`src/rtl/sb_crc_pkg.sv`:
```
// rtl/sb_crc_pkg.sv - shared constants, tx state enum and CRC-16 bit step for the sideband link
package sb_crc_pkg;

   localparam logic [15:0] CRC16_POLY = 16'h8005;
   localparam logic [15:0] CRC16_INIT = 16'hFFFF;
   localparam int          SYM_BITS   = 10;

   typedef enum logic [2:0] {
      TX_IDLE,
      TX_DATA,
      TX_GAP,
      TX_CRC_HI,
      TX_CRC_LO,
      TX_DONE
   } tx_state_t;

   // One serial bit into an MSB-feedback CRC register.
   function automatic logic [15:0] crc16_step(input logic [15:0] crc,
                                              input logic        bit_in,
                                              input logic [15:0] poly = CRC16_POLY);
      logic fb;
      fb = crc[15] ^ bit_in;
      return {crc[14:0], 1'b0} ^ (fb ? poly : 16'h0000);
   endfunction

endpackage

```
`src/rtl/sb_sym_ser.sv`:
```
// rtl/sb_sym_ser.sv - 10-bit symbol framer: start 0, eight data bits, stop 1
module sb_sym_ser
   import sb_crc_pkg::*;
(
   input  logic       sb_clk,
   input  logic       rst,
   input  logic       load,
   input  logic [7:0] load_data,
   input  logic       msb_first,
   input  logic       run,
   output logic [3:0] cnt,
   output logic       ser
);

   localparam logic [3:0] LAST_CNT = 4'(SYM_BITS - 1);

   logic [7:0] shreg;
   logic [7:0] sh_nxt;
   logic       msb_q;

   // The register only shifts once the first data bit is on the line.
   always_comb begin
      sh_nxt = shreg;
      if (cnt != 4'd0)
         sh_nxt = msb_q ? {shreg[6:0], 1'b0} : {1'b0, shreg[7:1]};
   end

   // Line value is registered for the bit position being entered.
   always_ff @(posedge sb_clk) begin
      if (rst) begin
         cnt   <= 4'd0;
         shreg <= 8'h00;
         msb_q <= 1'b0;
         ser   <= 1'b1;
      end else if (load) begin
         cnt   <= 4'd0;
         shreg <= load_data;
         msb_q <= msb_first;
         ser   <= 1'b0;
      end else if (run && cnt != LAST_CNT) begin
         cnt   <= cnt + 4'd1;
         shreg <= sh_nxt;
         ser   <= (cnt == LAST_CNT - 4'd1) ? 1'b1 : (msb_q ? sh_nxt[7] : sh_nxt[0]);
      end else begin
         cnt   <= 4'd0;
         ser   <= 1'b1;
      end
   end

endmodule

```
`src/rtl/crc_16_trans.sv`:
```
// rtl/crc_16_trans.sv - sideband tx CRC-16 generator and byte serializer
module crc_16_trans
   import sb_crc_pkg::*;
#(
   parameter logic [15:0] POLY = CRC16_POLY,
   parameter logic [15:0] INIT = CRC16_INIT
) (
   input  logic       sb_clk,
   input  logic       rst,
   input  logic [7:0] data_in,
   input  logic       data_valid,
   input  logic       data_last,
   output logic       data_ready,
   output logic       trans_ser,
   output logic       crc_en,
   output logic       busy,
   output logic       done
);

   localparam logic [3:0] LAST_CNT = 4'(SYM_BITS - 1);

   tx_state_t   state;
   tx_state_t   state_nxt;
   logic [15:0] crc;
   logic [15:0] crc_q;
   logic        last_q;
   logic        ready_q;
   logic [3:0]  cnt;
   logic        accept;
   logic        sym_end;
   logic        run;
   logic        ld;
   logic        ld_msb;
   logic [7:0]  ld_data;

   assign data_ready = ready_q;
   assign accept     = data_valid && ready_q;
   assign sym_end    = (cnt == LAST_CNT);
   assign run        = (state == TX_DATA) || (state == TX_CRC_HI) || (state == TX_CRC_LO);

   // Next state; an accept in DATA can only happen on the stop bit of a non-last byte.
   always_comb begin
      state_nxt = state;
      case (state)
         TX_IDLE, TX_GAP: if (accept) state_nxt = TX_DATA;
         TX_DATA: begin
            if (sym_end) begin
               if (accept)      state_nxt = TX_DATA;
               else if (last_q) state_nxt = TX_CRC_HI;
               else             state_nxt = TX_GAP;
            end
         end
         TX_CRC_HI: if (sym_end) state_nxt = TX_CRC_LO;
         TX_CRC_LO: if (sym_end) state_nxt = TX_DONE;
         TX_DONE:   state_nxt = TX_IDLE;
         default:   state_nxt = TX_IDLE;
      endcase
   end

   // Symbol loads: payload LSB first, CRC halves MSB first straight after the last byte.
   always_comb begin
      ld      = 1'b0;
      ld_data = data_in;
      ld_msb  = 1'b0;
      if (accept) begin
         ld = 1'b1;
      end else if (state == TX_DATA && sym_end && last_q) begin
         ld      = 1'b1;
         ld_data = crc[15:8];
         ld_msb  = 1'b1;
      end else if (state == TX_CRC_HI && sym_end) begin
         ld      = 1'b1;
         ld_data = crc_q[7:0];
         ld_msb  = 1'b1;
      end
   end

   sb_sym_ser u_ser (
      .sb_clk    (sb_clk),
      .rst       (rst),
      .load      (ld),
      .load_data (ld_data),
      .msb_first (ld_msb),
      .run       (run),
      .cnt       (cnt),
      .ser       (trans_ser)
   );

   // FSM, CRC accumulation and registered status outputs.
   always_ff @(posedge sb_clk) begin
      if (rst) begin
         state   <= TX_IDLE;
         crc     <= INIT;
         crc_q   <= INIT;
         last_q  <= 1'b0;
         ready_q <= 1'b0;
         crc_en  <= 1'b0;
         busy    <= 1'b0;
         done    <= 1'b0;
      end else begin
         state   <= state_nxt;
         ready_q <= (state_nxt == TX_IDLE) || (state_nxt == TX_GAP) ||
                    (state == TX_DATA && cnt == LAST_CNT - 4'd1 && !last_q);
         crc_en  <= (state_nxt == TX_DATA) || (state_nxt == TX_CRC_HI) ||
                    (state_nxt == TX_CRC_LO);
         done    <= (state_nxt == TX_DONE);
         if (accept) begin
            last_q <= data_last;
            busy   <= 1'b1;
         end else if (state == TX_DONE) begin
            busy   <= 1'b0;
         end
         if (state == TX_DATA && cnt >= 4'd1 && cnt <= 4'd8)
            crc <= crc16_step(crc, trans_ser, POLY);
         else if (state == TX_DONE)
            crc <= INIT;
         if (state == TX_DATA && sym_end && last_q)
            crc_q <= crc;
      end
   end

endmodule

```
`config.mk`:
```
export PLATFORM = sky130hd
export DESIGN_NAME = crc_16_trans
export DESIGN_NICKNAME = d
export VERILOG_FILES = /design/src/rtl/sb_crc_pkg.sv /design/src/rtl/sb_sym_ser.sv /design/src/rtl/crc_16_trans.sv
export SDC_FILE = /design/constraint.sdc
export NUM_CORES = 1
export LEC_CHECK = 0
export ABC_AREA = 0
export CAP_MARGIN = 10
export CORE_AREA = 3 3 71 73
export CTS_CLUSTER_SIZE = 16
export DETAILED_ROUTE_END_ITERATION = 7
export DIE_AREA = 0 0 74 76
export GPL_TIMING_DRIVEN = 0
export PLACE_DENSITY = 0.68
export SETUP_SLACK_MARGIN = 0.15
export SYNTH_ARGS = -nofsm -noshare
export SYNTH_HDL_FRONTEND = slang
export SYNTH_HIERARCHICAL = 1
export SYNTH_SLANG_ARGS = --single-unit
```
`constraint.sdc`:
```
create_clock -name sb_clk -period 2.3 [get_ports sb_clk]
set_clock_uncertainty 0.05 [all_clocks]
set_input_delay 0.69 -clock sb_clk [delete_from_list [all_inputs] [get_ports sb_clk]]
set_output_delay 0.69 -clock sb_clk [all_outputs]
set_load 0.05 [all_outputs]
```
### After elaboration in Yosys (flattened, before gate mapping)

Index checks and enable logic that the tools add are counted.

* add/subtract/negate cells: 1
* $lt $le $gt $ge: 2
* equality and inequality tests: 13
* mux-type cells: 27
* bitwise gates (word level): 3
* reduce and logical (&&, ||, !) cells: 26

Operator list (count)
* $mux 8: 7
* $mux 16: 3
* $xor 16x16->16: 1
* $eq 3x2->1 const B: 4
* $eq 3x3->1 const B: 4
* $mux 3: 4
* $pmux 3 s4: 1
* $mux 1: 11
* $logic_and 1x1->1: 9
* $eq 4x4->1 const B: 2
* $reduce_bool 2->1: 4
* $eq 3x1->1 const B: 2
* $logic_not 3->1: 2
* $logic_or 1x1->1: 6
* $add 4x1->4 const B: 1
* $ge 4x1->1 const B: 1
* $le 4x4->1 const B: 1
* $ne 4x4->1 const B: 1
* $reduce_bool 4->1: 1
* $reduce_or 3->1: 1
* $mux 2: 1
* $reduce_and 2->1: 1
* $reduce_or 2->1: 1
* $logic_not 1->1: 1
* 2 further kinds: 2

* register bits after elaboration: 46
* input bits: 12
* output and inout bits: 5
* word-level logic and storage cells: 85

### Depth between registers and ports, before layout

Gate-level depths: netlist (run 1).

* depth in word-level cells: 7
* mapped depth: 8
* depth with buffers taken out: 6

### By module

Netlist (run 1), hierarchy kept.

Modules (own cells, without submodules)
* crc_16_trans: instances 1, cells an instance 162, area an instance 1438.9 µm², seq. area each 640.6 µm²
* sb_sym_ser: instances 1, cells an instance 87, area an instance 758.2 µm², seq. area each 280.3 µm²

### Least setup slack after synthesis (run 1)

Ideal clock, no wire load.

* path type: input to register
* start: in rst
* end: reg crc[15]
* library setup time: 0.117 ns
* arrival: 1.888 ns
* data required time: 2.133 ns
* slack: 0.246 ns
* cell stages on the path: 5
* buffers on the path: 1
* path through: or2_1 > or4_4 > buf_6 > o21a_1 > o22a_1

RTL lines
* from (decl): RTL line crc_16_trans.sv:9 `input logic rst,`
* to (signal assigned): RTL line crc_16_trans.sv:114 `crc <= crc16_step(crc, trans_ser, POLY);`
* to (decl): RTL line crc_16_trans.sv:24 `logic [15:0] crc;`

### Final worst setup path (run 1)

* start: reg u_ser.cnt[2]
* end: reg u_ser.shreg[2]

* elaborated cells on any way between the ends: 17
* those cells by class: eq/ne: 2; mux: 7; reduce/logical: 8

RTL lines
* from (decl): RTL line sb_sym_ser.sv:11 `output logic [3:0] cnt,`
* from (signal assigned): RTL line sb_sym_ser.sv:41 `cnt <= cnt + 4'd1;`
* $eq 4x4->1 (*): RTL line crc_16_trans.sv:38 `assign sym_end = (cnt == LAST_CNT);`
* $logic_and 1x1->1 (on tied branches): RTL line crc_16_trans.sv:71, crc_16_trans.sv:67
* $mux 8 / $logic_and 1x1->1 (equally long branches): RTL line crc_16_trans.sv:71, crc_16_trans.sv:67
* $mux 8 (*): RTL line crc_16_trans.sv:67 `end else if (state == TX_DATA && sym_end && last_q) begin`
* $mux 8 (*): RTL line crc_16_trans.sv:65 `if (accept) begin`
* net ld_data[2]: RTL line crc_16_trans.sv:34 `logic [7:0] ld_data;`
* $mux 8 (*): RTL line sb_sym_ser.sv:35 `end else if (load) begin`
* to (signal assigned): RTL line sb_sym_ser.sv:37 `shreg <= load_data;`
* to (signal assigned): RTL line sb_sym_ser.sv:42 `shreg <= sh_nxt;`
* to (decl): RTL line sb_sym_ser.sv:17 `logic [7:0] shreg;`

Mark *: on every way through the listed nets, which the timed path passes. The rest lies on a longest branch.
A chain may end at the register's enable or synchronous reset.

==> flow_metrics.env, run 1 <==
export IMPL_status="finished, final reports clean"
export IMPL_hold_class="reg2reg"
export IMPL_rows=24
export IMPL_crit_fanout=8
export IMPL_synth_edff_count=0
export IMPL_crit_path_end_kind="flip-flop"
export IMPL_layout_drive_gt1_share=0.145
export IMPL_fin_crit_sh=0.894
export IMPL_slew_headroom=0.610
export IMPL_first_global_vias=1705
export IMPL_seq_area_frac_synth=0.419
export IMPL_holdWs_ns=0.404
export IMPL_layout_min_cycle_time_ns=2.06
export IMPL_synth_seq_cells=46
export IMPL_fin_tns_setup_ns=0
export IMPL_avgSynthCellArea_sq_um=8.82
export IMPL_io_pins=17
export IMPL_num_vias=1878
export IMPL_drc=0
export IMPL_layout_commonest_cell="dfxtp_1"
export IMPL_root_buffer="clkbuf_8"
export IMPL_dr_first_iter_drc_count=91
export IMPL_dieArea_sq_um=5620
export IMPL_slowest_delay_ns=0.55
export IMPL_io_buffers=16
export IMPL_holdBufCountCts=0
export IMPL_die_h_um=76
export IMPL_synth_top_area_share=0.419
export IMPL_ys_warn_count=6
export IMPL_h_tree_depth=2
export IMPL_grt_pass1_wl_um=8030
export IMPL_routed_wl_um=4740
export IMPL_syn2layout_area_growth_pct=17.6
export IMPL_fin_nets=289
export IMPL_place_congestion=0.801
export IMPL_power_density_nw_per_um2=584
export IMPL_die_w_um=74
export IMPL_floorplan_initialDensity=0.498
export IMPL_globalRouteTotalUtil=0.178
export IMPL_slew_viol_final=0
export IMPL_power_leakage_nw=0.916
export IMPL_clkLatencyLatePin_ns=0.30
export IMPL_async_flop_share=0
export IMPL_p_total_w=0.00151
export IMPL_hold_violations=0
export IMPL_netlist_area_sq_um=2200
export IMPL_avgViaCountPerCell=5.74
export IMPL_drt_pre_antenna_iters=4
export IMPL_crit_top_cell="nand2_1"
export IMPL_setup_slack_ns=0.243
export IMPL_antennaDiodeCount=0
export IMPL_ant_nets=0
export IMPL_antenna_found_initial=0
export IMPL_syn_inst=249
export IMPL_rsz0062_at_grt="no"
export IMPL_grt_start_max_net_pins=17
export IMPL_slowest_stage="or4b_1"
export IMPL_core_area_sq_um=4410
export IMPL_most_common_layout_cells="44 x dfxtp_1, 39 x nand2_1, 18 x a21oi_1, 16 x o22a_1, 14 x o211ai_1"
export IMPL_crit_arrival_ns=2.18
export IMPL_crit_path_start_kind="flip-flop"
export IMPL_drt_wirelength_per_cell_um=14.5
export IMPL_clk_pin_slew_worst_paths_ns=0.09
export IMPL_setup_viol=0
export IMPL_yosys_area_top_type="dfxtp_1"
export IMPL_max_vdd_ir_drop_mv=0.381
export IMPL_cts_buffers_inserted=5
export IMPL_hpwl_um=3430
export IMPL_maxCapViolations=0
export IMPL_synthesis_nets=264
export IMPL_grt_ovfl_total=0
export IMPL_synth_ff_type="dfxtp_1"
export IMPL_place_ws_ns=-0.397
export IMPL_synth_cell_types=45
export IMPL_num_fill_cells=414
export IMPL_cts_tree="yes"
export IMPL_criticalPathCategory="reg2reg"
export IMPL_required_ns=2.42
export IMPL_tightest_slew_ns=0.584
export IMPL_path_cells="nand4bb_4 -> or4b_1 -> clkbuf_1 -> nand2_1 -> a31oi_1 -> nand2_1 -> a21oi_1"
export IMPL_yosys_top_cells_area="dfxtp_1 42%, nand2_1 6.8%, o22a_1 6.4%"
export IMPL_cts_buffer_depth=2
export IMPL_clkSinkCount=46
export IMPL_fmax_mhz=486
==> final cells by class <==
cell class,count,area (sq um),area share
flip-flops and latches,46,923,0.357
repair buffers,19,171,0.0663
plain buffers,14,87.6,0.0339
inverters,7,27.5,0.0107
clock buffers,5,68.8,0.0266
multi-input cells,181,1220,0.471
well taps,52,65.1,0.0252
clock inverters,3,23.8,0.00920
==> registers in the layout, summed over array words and instances (netlist names) <==
name and count:
u_ser/shreg 8, done 1, crc_en 1, crc 16, busy 1, last_q 1
u_ser/cnt 4, u_ser/msb_q 1, u_ser/ser 1, crc_q 8, state 3, data_ready 1
==> synthesized netlist by cell type (4+ instances only) <==
| library cell | instances |
|---|---|
| a21oi_1 | 18 |
| a31oi_1 | 9 |
| buf_2 | 6 |
| clkbuf_1 | 6 |
| dfxtp_1 | 46 |
| inv_1 | 6 |
| mux2i_1 | 8 |
| nand2_1 | 40 |
| nand3_1 | 8 |
| nor2_1 | 13 |
| nor2b_1 | 9 |
| o211ai_1 | 14 |
| o22a_1 | 16 |
| xor2_1 | 4 |
==> per-layer routing <==
layer | wire length, um | vias up | track usage
li1 | - | 957 | -
met1 | 2410 | 879 | 0.267
met2 | 2100 | 38 | 0.247
met3 | 183 | 4 | 0.0422
met4 | 42 | 0 | 0.0580
met5 | 0 | - | 0
==> through the flow <==
step | util | cells | instance area [sq um]
after floorplan | - | 249 | 2200
after global placement | 0.549 | 317 | 2420
after detailed placement | 0.549 | 317 | 2420
after CTS | 0.575 | 325 | 2540
after global routing | 0.585 | 327 | 2580
final | 0.585 | 327 | 2580
==> what timing repair did <==
| item | in CTS | in global routing |
|---|---|---|
| gates resized for setup | 11 | 12 |
| setup buffers | 0 | 3 |
| gates cloned | 0 | 0 |
| pin swaps | 0 | 2 |
| setup endpoints to repair | 34 | 14 |
==> final timing paths <==
path / startpoint / endpoint / slack, ns / cells past startpoint
hold / removal: crc_q[4] / crc_q[4] / 0.40 / 2
setup reg to reg: u_ser/cnt[2] / u_ser/shreg[2] / 0.24 / 7
hold reg to reg: crc_q[4] / crc_q[4] / 0.40 / 2
setup / recovery: u_ser/cnt[2] / u_ser/shreg[2] / 0.24 / 7
==> where the power goes <==
group | switching, W | internal, W | total (W) | leakage [nW]
sequential | 0.0000172 | 0.000815 | 0.000832 | 0.375
clock | 0.000287 | 0.000217 | 0.000504 | 0.0408
combinational | 0.000101 | 0.0000704 | 0.000172 | 0.501
total | 0.000405 | 0.00110 | 0.00151 | 0.916
==> worst max-delay path, delay by kind of cell (launching register included) <==
family	cells	cell delay [ns]
flops	1	0.41
buf+inv	1	0.21
compound gates	2	0.15
simple gates	4	1.11
==> kinds of logic (layout without fill, tap and decap cells) <==
kind of cell | Yosys count | in the layout | synth area share
simple gates | 91 | 91 | 0.209
compound gates | 73 | 73 | 0.241
flops | 46 | 46 | 0.419
buf+inv | 22 | 48 | 0.0512
mux | 9 | 9 | 0.0427
xor+xnor | 5 | 5 | 0.0199
fa+ha+maj | 3 | 3 | 0.0171
Note: power is estimated with default switching activity, not from simulation.
==> inputs of run 2 (changes only) <==
--- a/config.mk
+++ b/config.mk
@@ -7,10 +7,10 @@
 export LEC_CHECK = 0
 export ABC_AREA = 0
 export CAP_MARGIN = 10
-export CORE_AREA = 3 3 71 73
-export CTS_CLUSTER_SIZE = 16
+export CORE_AREA = 2 2 70 72
+export CTS_CLUSTER_SIZE = 10
 export DETAILED_ROUTE_END_ITERATION = 7
-export DIE_AREA = 0 0 74 76
+export DIE_AREA = 0 0 72 74
 export GPL_TIMING_DRIVEN = 0
 export PLACE_DENSITY = 0.68
 export SETUP_SLACK_MARGIN = 0.15
==> run 2 against run 1 <==
Effect of this change: sequential power is essentially flat; final cell count did not move; clock power is 3% higher; global-route usage up 1.5 points; fmax increased by 1.3%; highest routed layer unchanged.
==> flow_metrics.env, run 2 (synthesized netlist as in run 1, its figures left out) <==
export IMPL_path_buf_inv=1
export IMPL_hpwl_um=3400
export IMPL_fin_area_sq_um=2570
export IMPL_crit_path_start_kind="flip-flop"
export IMPL_hold_class="reg2reg"
export IMPL_place_congestion=0.808
export IMPL_fin_nets=287
export IMPL_fin_util=0.558
export IMPL_routed_wl_um=4720
export IMPL_tightest_slew_ns=0.557
export IMPL_place_ws_ns=-0.429
export IMPL_die_h_um=74
export IMPL_io_pins=17
export IMPL_drt_wirelength_per_cell_um=14.4
export IMPL_hold_violations=0
export IMPL_power_density_nw_per_um2=593
export IMPL_antennaDiodeCount=0
export IMPL_first_global_vias=1697
export IMPL_crit_family="buffers and inverters"
export IMPL_place_area_sq_um=2420
export IMPL_syn2layout_area_growth_pct=16.8
export IMPL_max_flop_register="crc"
export IMPL_grt_ovfl_total=0
export IMPL_num_vias=1831
export IMPL_clkLatencyLatePin_ns=0.30
export IMPL_crit_fanout=3
export IMPL_slowest_delay_ns=0.56
export IMPL_dieArea_sq_um=5330
export IMPL_criticalPathCategory="reg2out"
export IMPL_die_w_um=72
export IMPL_p_total_w=0.00152
export IMPL_io_buffers=16
export IMPL_ant_nets=0
export IMPL_clkSinkCount=46
export IMPL_fin_crit_sh=0.883
export IMPL_fmax_mhz=492
export IMPL_most_common_layout_cells="44 x dfxtp_1, 39 x nand2_1, 18 x a21oi_1, 16 x o22a_1, 14 x o211ai_1"
export IMPL_antenna_found_initial=0
export IMPL_slew_viol_final=0
export IMPL_grt_start_max_net_pins=17
export IMPL_drc=0
export IMPL_drt_pre_antenna_iters=4
export IMPL_floorplan_initialDensity=0.478
export IMPL_rows=25
export IMPL_largestRegisters="crc (16), crc_q (8), u_ser/shreg (8)"
export IMPL_setup_slack_ns=0.269
export IMPL_slowest_stage="dlygate4sd2_1"
export IMPL_cts_buffer_depth=2
export IMPL_grt_pass1_wl_um=8070
export IMPL_clk_pin_slew_worst_paths_ns=0.09
export IMPL_cts_buffers_inserted=5
export IMPL_largest_reg_flops=16
export IMPL_globalRouteTotalUtil=0.194
export IMPL_core_area_sq_um=4600
export IMPL_status="finished, final reports clean"
export IMPL_holdBufCountCts=0
export IMPL_rsz0062_at_grt="yes"
export IMPL_max_vdd_ir_drop_mv=0.376
export IMPL_layout_drive_gt1_share=0.139
export IMPL_crit_arrival_ns=1.29
export IMPL_slew_headroom=0.628
export IMPL_setup_viol=0
export IMPL_h_tree_depth=2
export IMPL_path_cells="dlygate4sd2_1"
export IMPL_power_leakage_nw=0.912
export IMPL_maxCapViolations=0
export IMPL_cts_tree="yes"
export IMPL_dr_first_iter_drc_count=93
export IMPL_required_ns=1.56
export IMPL_layout_min_cycle_time_ns=2.03
export IMPL_layout_commonest_cell="dfxtp_1"
export IMPL_fin_tns_setup_ns=0
export IMPL_root_buffer="clkbuf_8"
export IMPL_avgViaCountPerCell=5.60
export IMPL_crit_path_end_kind="primary output"
==> run 2: timing repair <==
| action | CTS | global route |
|---|---|---|
| pin swaps | 0 | 1 |
| endpoints found under the hold margin | 0 | 0 |
| buffers inserted | 0 | 1 |
| endpoints found under the setup margin | 34 | 18 |
| resized for setup | 13 | 10 |
==> run 2: area by class of cell <==
class	instances	area, sq um
buffer	14	85.1
clock inverter	3	25.0
multi-input combinational	181	1210
fill	447	2030
clock buffer	5	68.8
sequential	46	923
timing repair buffer	17	156
inverter	7	27.5
tap	54	67.6
==> run 2: final timing paths <==
path,from,endpoint,slack (ns),depth (start not counted)
worst min register to register,crc_q[4],crc_q[4],0.39,2
worst min-delay path,crc_q[4],crc_q[4],0.39,2
worst max-delay path,u_ser/ser,trans_ser,0.27,1
worst max register to register,u_ser/cnt[2],u_ser/shreg[3],0.30,7
==> run 2: tightest hold or removal path: cells and delay by family, from the launching register on <==
family        cells  cell delay [ns]
flops             1             0.32
simple gates      2             0.11
==> run 2: power by group <==
| part | total (W) | internal, W | switching [W] |
|---|---|---|---|
| combinational | 0.000171 | 0.0000694 | 0.000102 |
| sequential | 0.000832 | 0.000815 | 0.0000172 |
| clock | 0.000519 | 0.000220 | 0.000299 |
| total | 0.00152 | 0.00110 | 0.000418 |
==> run 2: stage by stage <==
stage,hold WS [ns],std cells
4_1_cts,0.400,327
3_5_place_dp,0.378,319
2_1_floorplan,0.361,249
6_report,0.394,327
5_1_grt,0.432,327
3_3_place_gp,0.372,319
==> run 2: metal layers <==
metal	part of all wire	track usage	wire length [um]	up-vias
li1	-	-	-	955
met1	0.51	0.276	2410	840
met2	0.44	0.290	2090	30
met3	0.033	0.0461	155	6
met4	0.013	0.0629	62	0
met5	0	0	0	-
==> inputs of run 3 (changes only) <==
--- a/config.mk
+++ b/config.mk
@@ -6,6 +6,7 @@
 export NUM_CORES = 1
 export LEC_CHECK = 0
 export ABC_AREA = 0
+export ABC_CLOCK_PERIOD_IN_PS = 2300
 export CAP_MARGIN = 10
 export CORE_AREA = 2 2 70 72
 export CTS_CLUSTER_SIZE = 10
@@ -13,7 +14,9 @@
 export DIE_AREA = 0 0 72 74
 export GPL_TIMING_DRIVEN = 0
 export PLACE_DENSITY = 0.68
+export REMOVE_ABC_BUFFERS = 1
 export SETUP_SLACK_MARGIN = 0.15
+export SLEW_MARGIN = 10
 export SYNTH_ARGS = -nofsm -noshare
 export SYNTH_HDL_FRONTEND = slang
 export SYNTH_HIERARCHICAL = 1
==> run 3 against run 2 <==
Effect of this change: critical path depth is 4 higher; clock power is 4% higher; sequential power increased by 0.7%; fmax rose by 0.37%; clock-buffer cell count unchanged; sequential cell count did not move; worst setup slack gained 0.0075 ns.
==> flow_metrics.env, run 3 (synthesized netlist as in run 1, its figures left out) <==
export IMPL_ant_nets=0
export IMPL_grt_ovfl_total=0
export IMPL_dr_first_iter_drc_count=84
export IMPL_avgViaCountPerCell=5.81
export IMPL_antennaDiodeCount=0
export IMPL_max_vdd_ir_drop_mv=0.509
export IMPL_largestRegisters="crc (16), crc_q (8), u_ser/shreg (8)"
export IMPL_cts_tree="yes"
export IMPL_power_density_nw_per_um2=603
export IMPL_seqCellArea_sq_um=925
export IMPL_fin_util=0.556
export IMPL_core_area_sq_um=4600
export IMPL_io_buffers=16
export IMPL_hold_class="reg2reg"
export IMPL_cp_startpoint="rst"
export IMPL_antenna_found_initial=0
export IMPL_most_common_layout_cells="43 x dfxtp_1, 39 x nand2_1, 18 x a21oi_1, 16 x o22a_1, 14 x o211ai_1"
export IMPL_reg2reg_to="u_ser/shreg[2]"
export IMPL_hold_violations=0
export IMPL_drt_pre_antenna_iters=4
export IMPL_h_tree_depth=2
export IMPL_placed_cells=304
export IMPL_max_flop_register="crc"
export IMPL_setup_viol=0
export IMPL_multi_input_area_sq_um=1240
export IMPL_layout_drive_gt1_share=0.122
export IMPL_root_buffer="clkbuf_8"
export IMPL_fin_nets=277
export IMPL_layout_commonest_cell="dfxtp_1"
export IMPL_drc=0
export IMPL_crit_fanout=25
export IMPL_setup_slack_ns=0.276
export IMPL_slew_headroom=0.530
export IMPL_status="finished, final reports clean"
export IMPL_clkSinkCount=46
export IMPL_r2r_start="u_ser/cnt[2]"
export IMPL_place_congestion=0.761
export IMPL_first_global_vias=1715
export IMPL_min_from="crc_q[0]"
export IMPL_die_w_um=72
export IMPL_worstHoldEndpoint="crc_q[0]"
export IMPL_dieArea_sq_um=5330
export IMPL_globalRouteTotalUtil=0.200
export IMPL_holdWs_ns=0.396
export IMPL_slew_viol_final=0
export IMPL_required_ns=2.46
export IMPL_num_vias=1842
export IMPL_crit_arrival_ns=2.19
export IMPL_holdPathStages=2
export IMPL_hpwl_um=3210
export IMPL_floorplan_initialDensity=0.478
export IMPL_die_h_um=74
export IMPL_grt_start_max_net_pins=26
export IMPL_fmax_mhz=494
export IMPL_grt_pass1_wl_um=8240
export IMPL_largest_reg_flops=16
export IMPL_rsz0062_at_grt="no"
export IMPL_crit_path_start_kind="input port"
export IMPL_power_leakage_nw=0.886
export IMPL_reg2regPathDepth=6
export IMPL_r2r_slack_ns=0.33
export IMPL_clk_pin_slew_worst_paths_ns=0.09
export IMPL_syn2layout_area_growth_pct=16.5
export IMPL_drt_wirelength_per_cell_um=15.0
export IMPL_tightest_slew_ns=0.703
export IMPL_fin_crit_sh=0.880
export IMPL_criticalPathCategory="in2reg"
export IMPL_num_fill_cells=411
export IMPL_cts_buffers_inserted=5
export IMPL_place_ws_ns=-0.992
export IMPL_clkLatencyLatePin_ns=0.32
export IMPL_routed_wl_um=4770
export IMPL_layoutNonFillerInstCount=317
export IMPL_io_pins=17
export IMPL_holdBufCountCts=0
export IMPL_layout_min_cycle_time_ns=2.02
export IMPL_cts_buffer_depth=2
export IMPL_rows=25
export IMPL_crit_path_end_kind="flip-flop"
export IMPL_maxCapViolations=0
==> run 3: final cells by class <==
type	instances	area share
Inverter	7	0.0108
Clock buffer	5	0.0269
Multi-Input combinational cell	181	0.487
Timing Repair Buffer	21	0.0778
Tap cell	54	0.0264
Sequential cell	46	0.361
Clock inverter	3	0.0103
==> run 3: worst max-delay path by stage <==
stage,end,slack (ns)
floorplan,u_ser/shreg[7],0.11
global placement,crc[15],-0.96
detailed placement,crc[15],-0.99
CTS,u_ser/shreg[0],0.15
global route,u_ser/shreg[5],0.20
finish,crc[15],0.28
==> run 3: critical path: stages <==
cell and delay [ns]:
buf_2 0.25, or2_1 0.31, or4_4 0.56, o21a_1 0.21, o22a_1 0.16
==> run 3: power by group <==
group          switching, W  total (W)  internal [W]
clock network      0.000313   0.000539      0.000226
logic             0.0000983   0.000167     0.0000684
registers         0.0000230   0.000838      0.000815
total              0.000434    0.00154       0.00111
==> run 3: metal layers <==
metal	global-route usage	wire, um	vias to the layer above	part of all wire
met4	0.0818	83	0	0.017
met5	0	0	-	0
met3	0.0447	147	6	0.031
li1	-	-	936	-
met1	0.261	2330	870	0.49
met2	0.324	2210	30	0.46
==> run 3: metrics by stage <==
step                power (W)  TNS (ns)  area [sq um]
floorplan            0.000955         0          2110
global placement      0.00101    -20.96          2340
detailed placement    0.00102    -21.31          2340
CTS                   0.00156         0          2520
global route          0.00161         0          2560
finish                0.00154         0          2560
==> run 3: what timing repair did <==
item                       CTS  global route
buffers inserted             3             2
gates resized for setup     21             5
pin swaps                    2             2
setup endpoints to repair   44             9
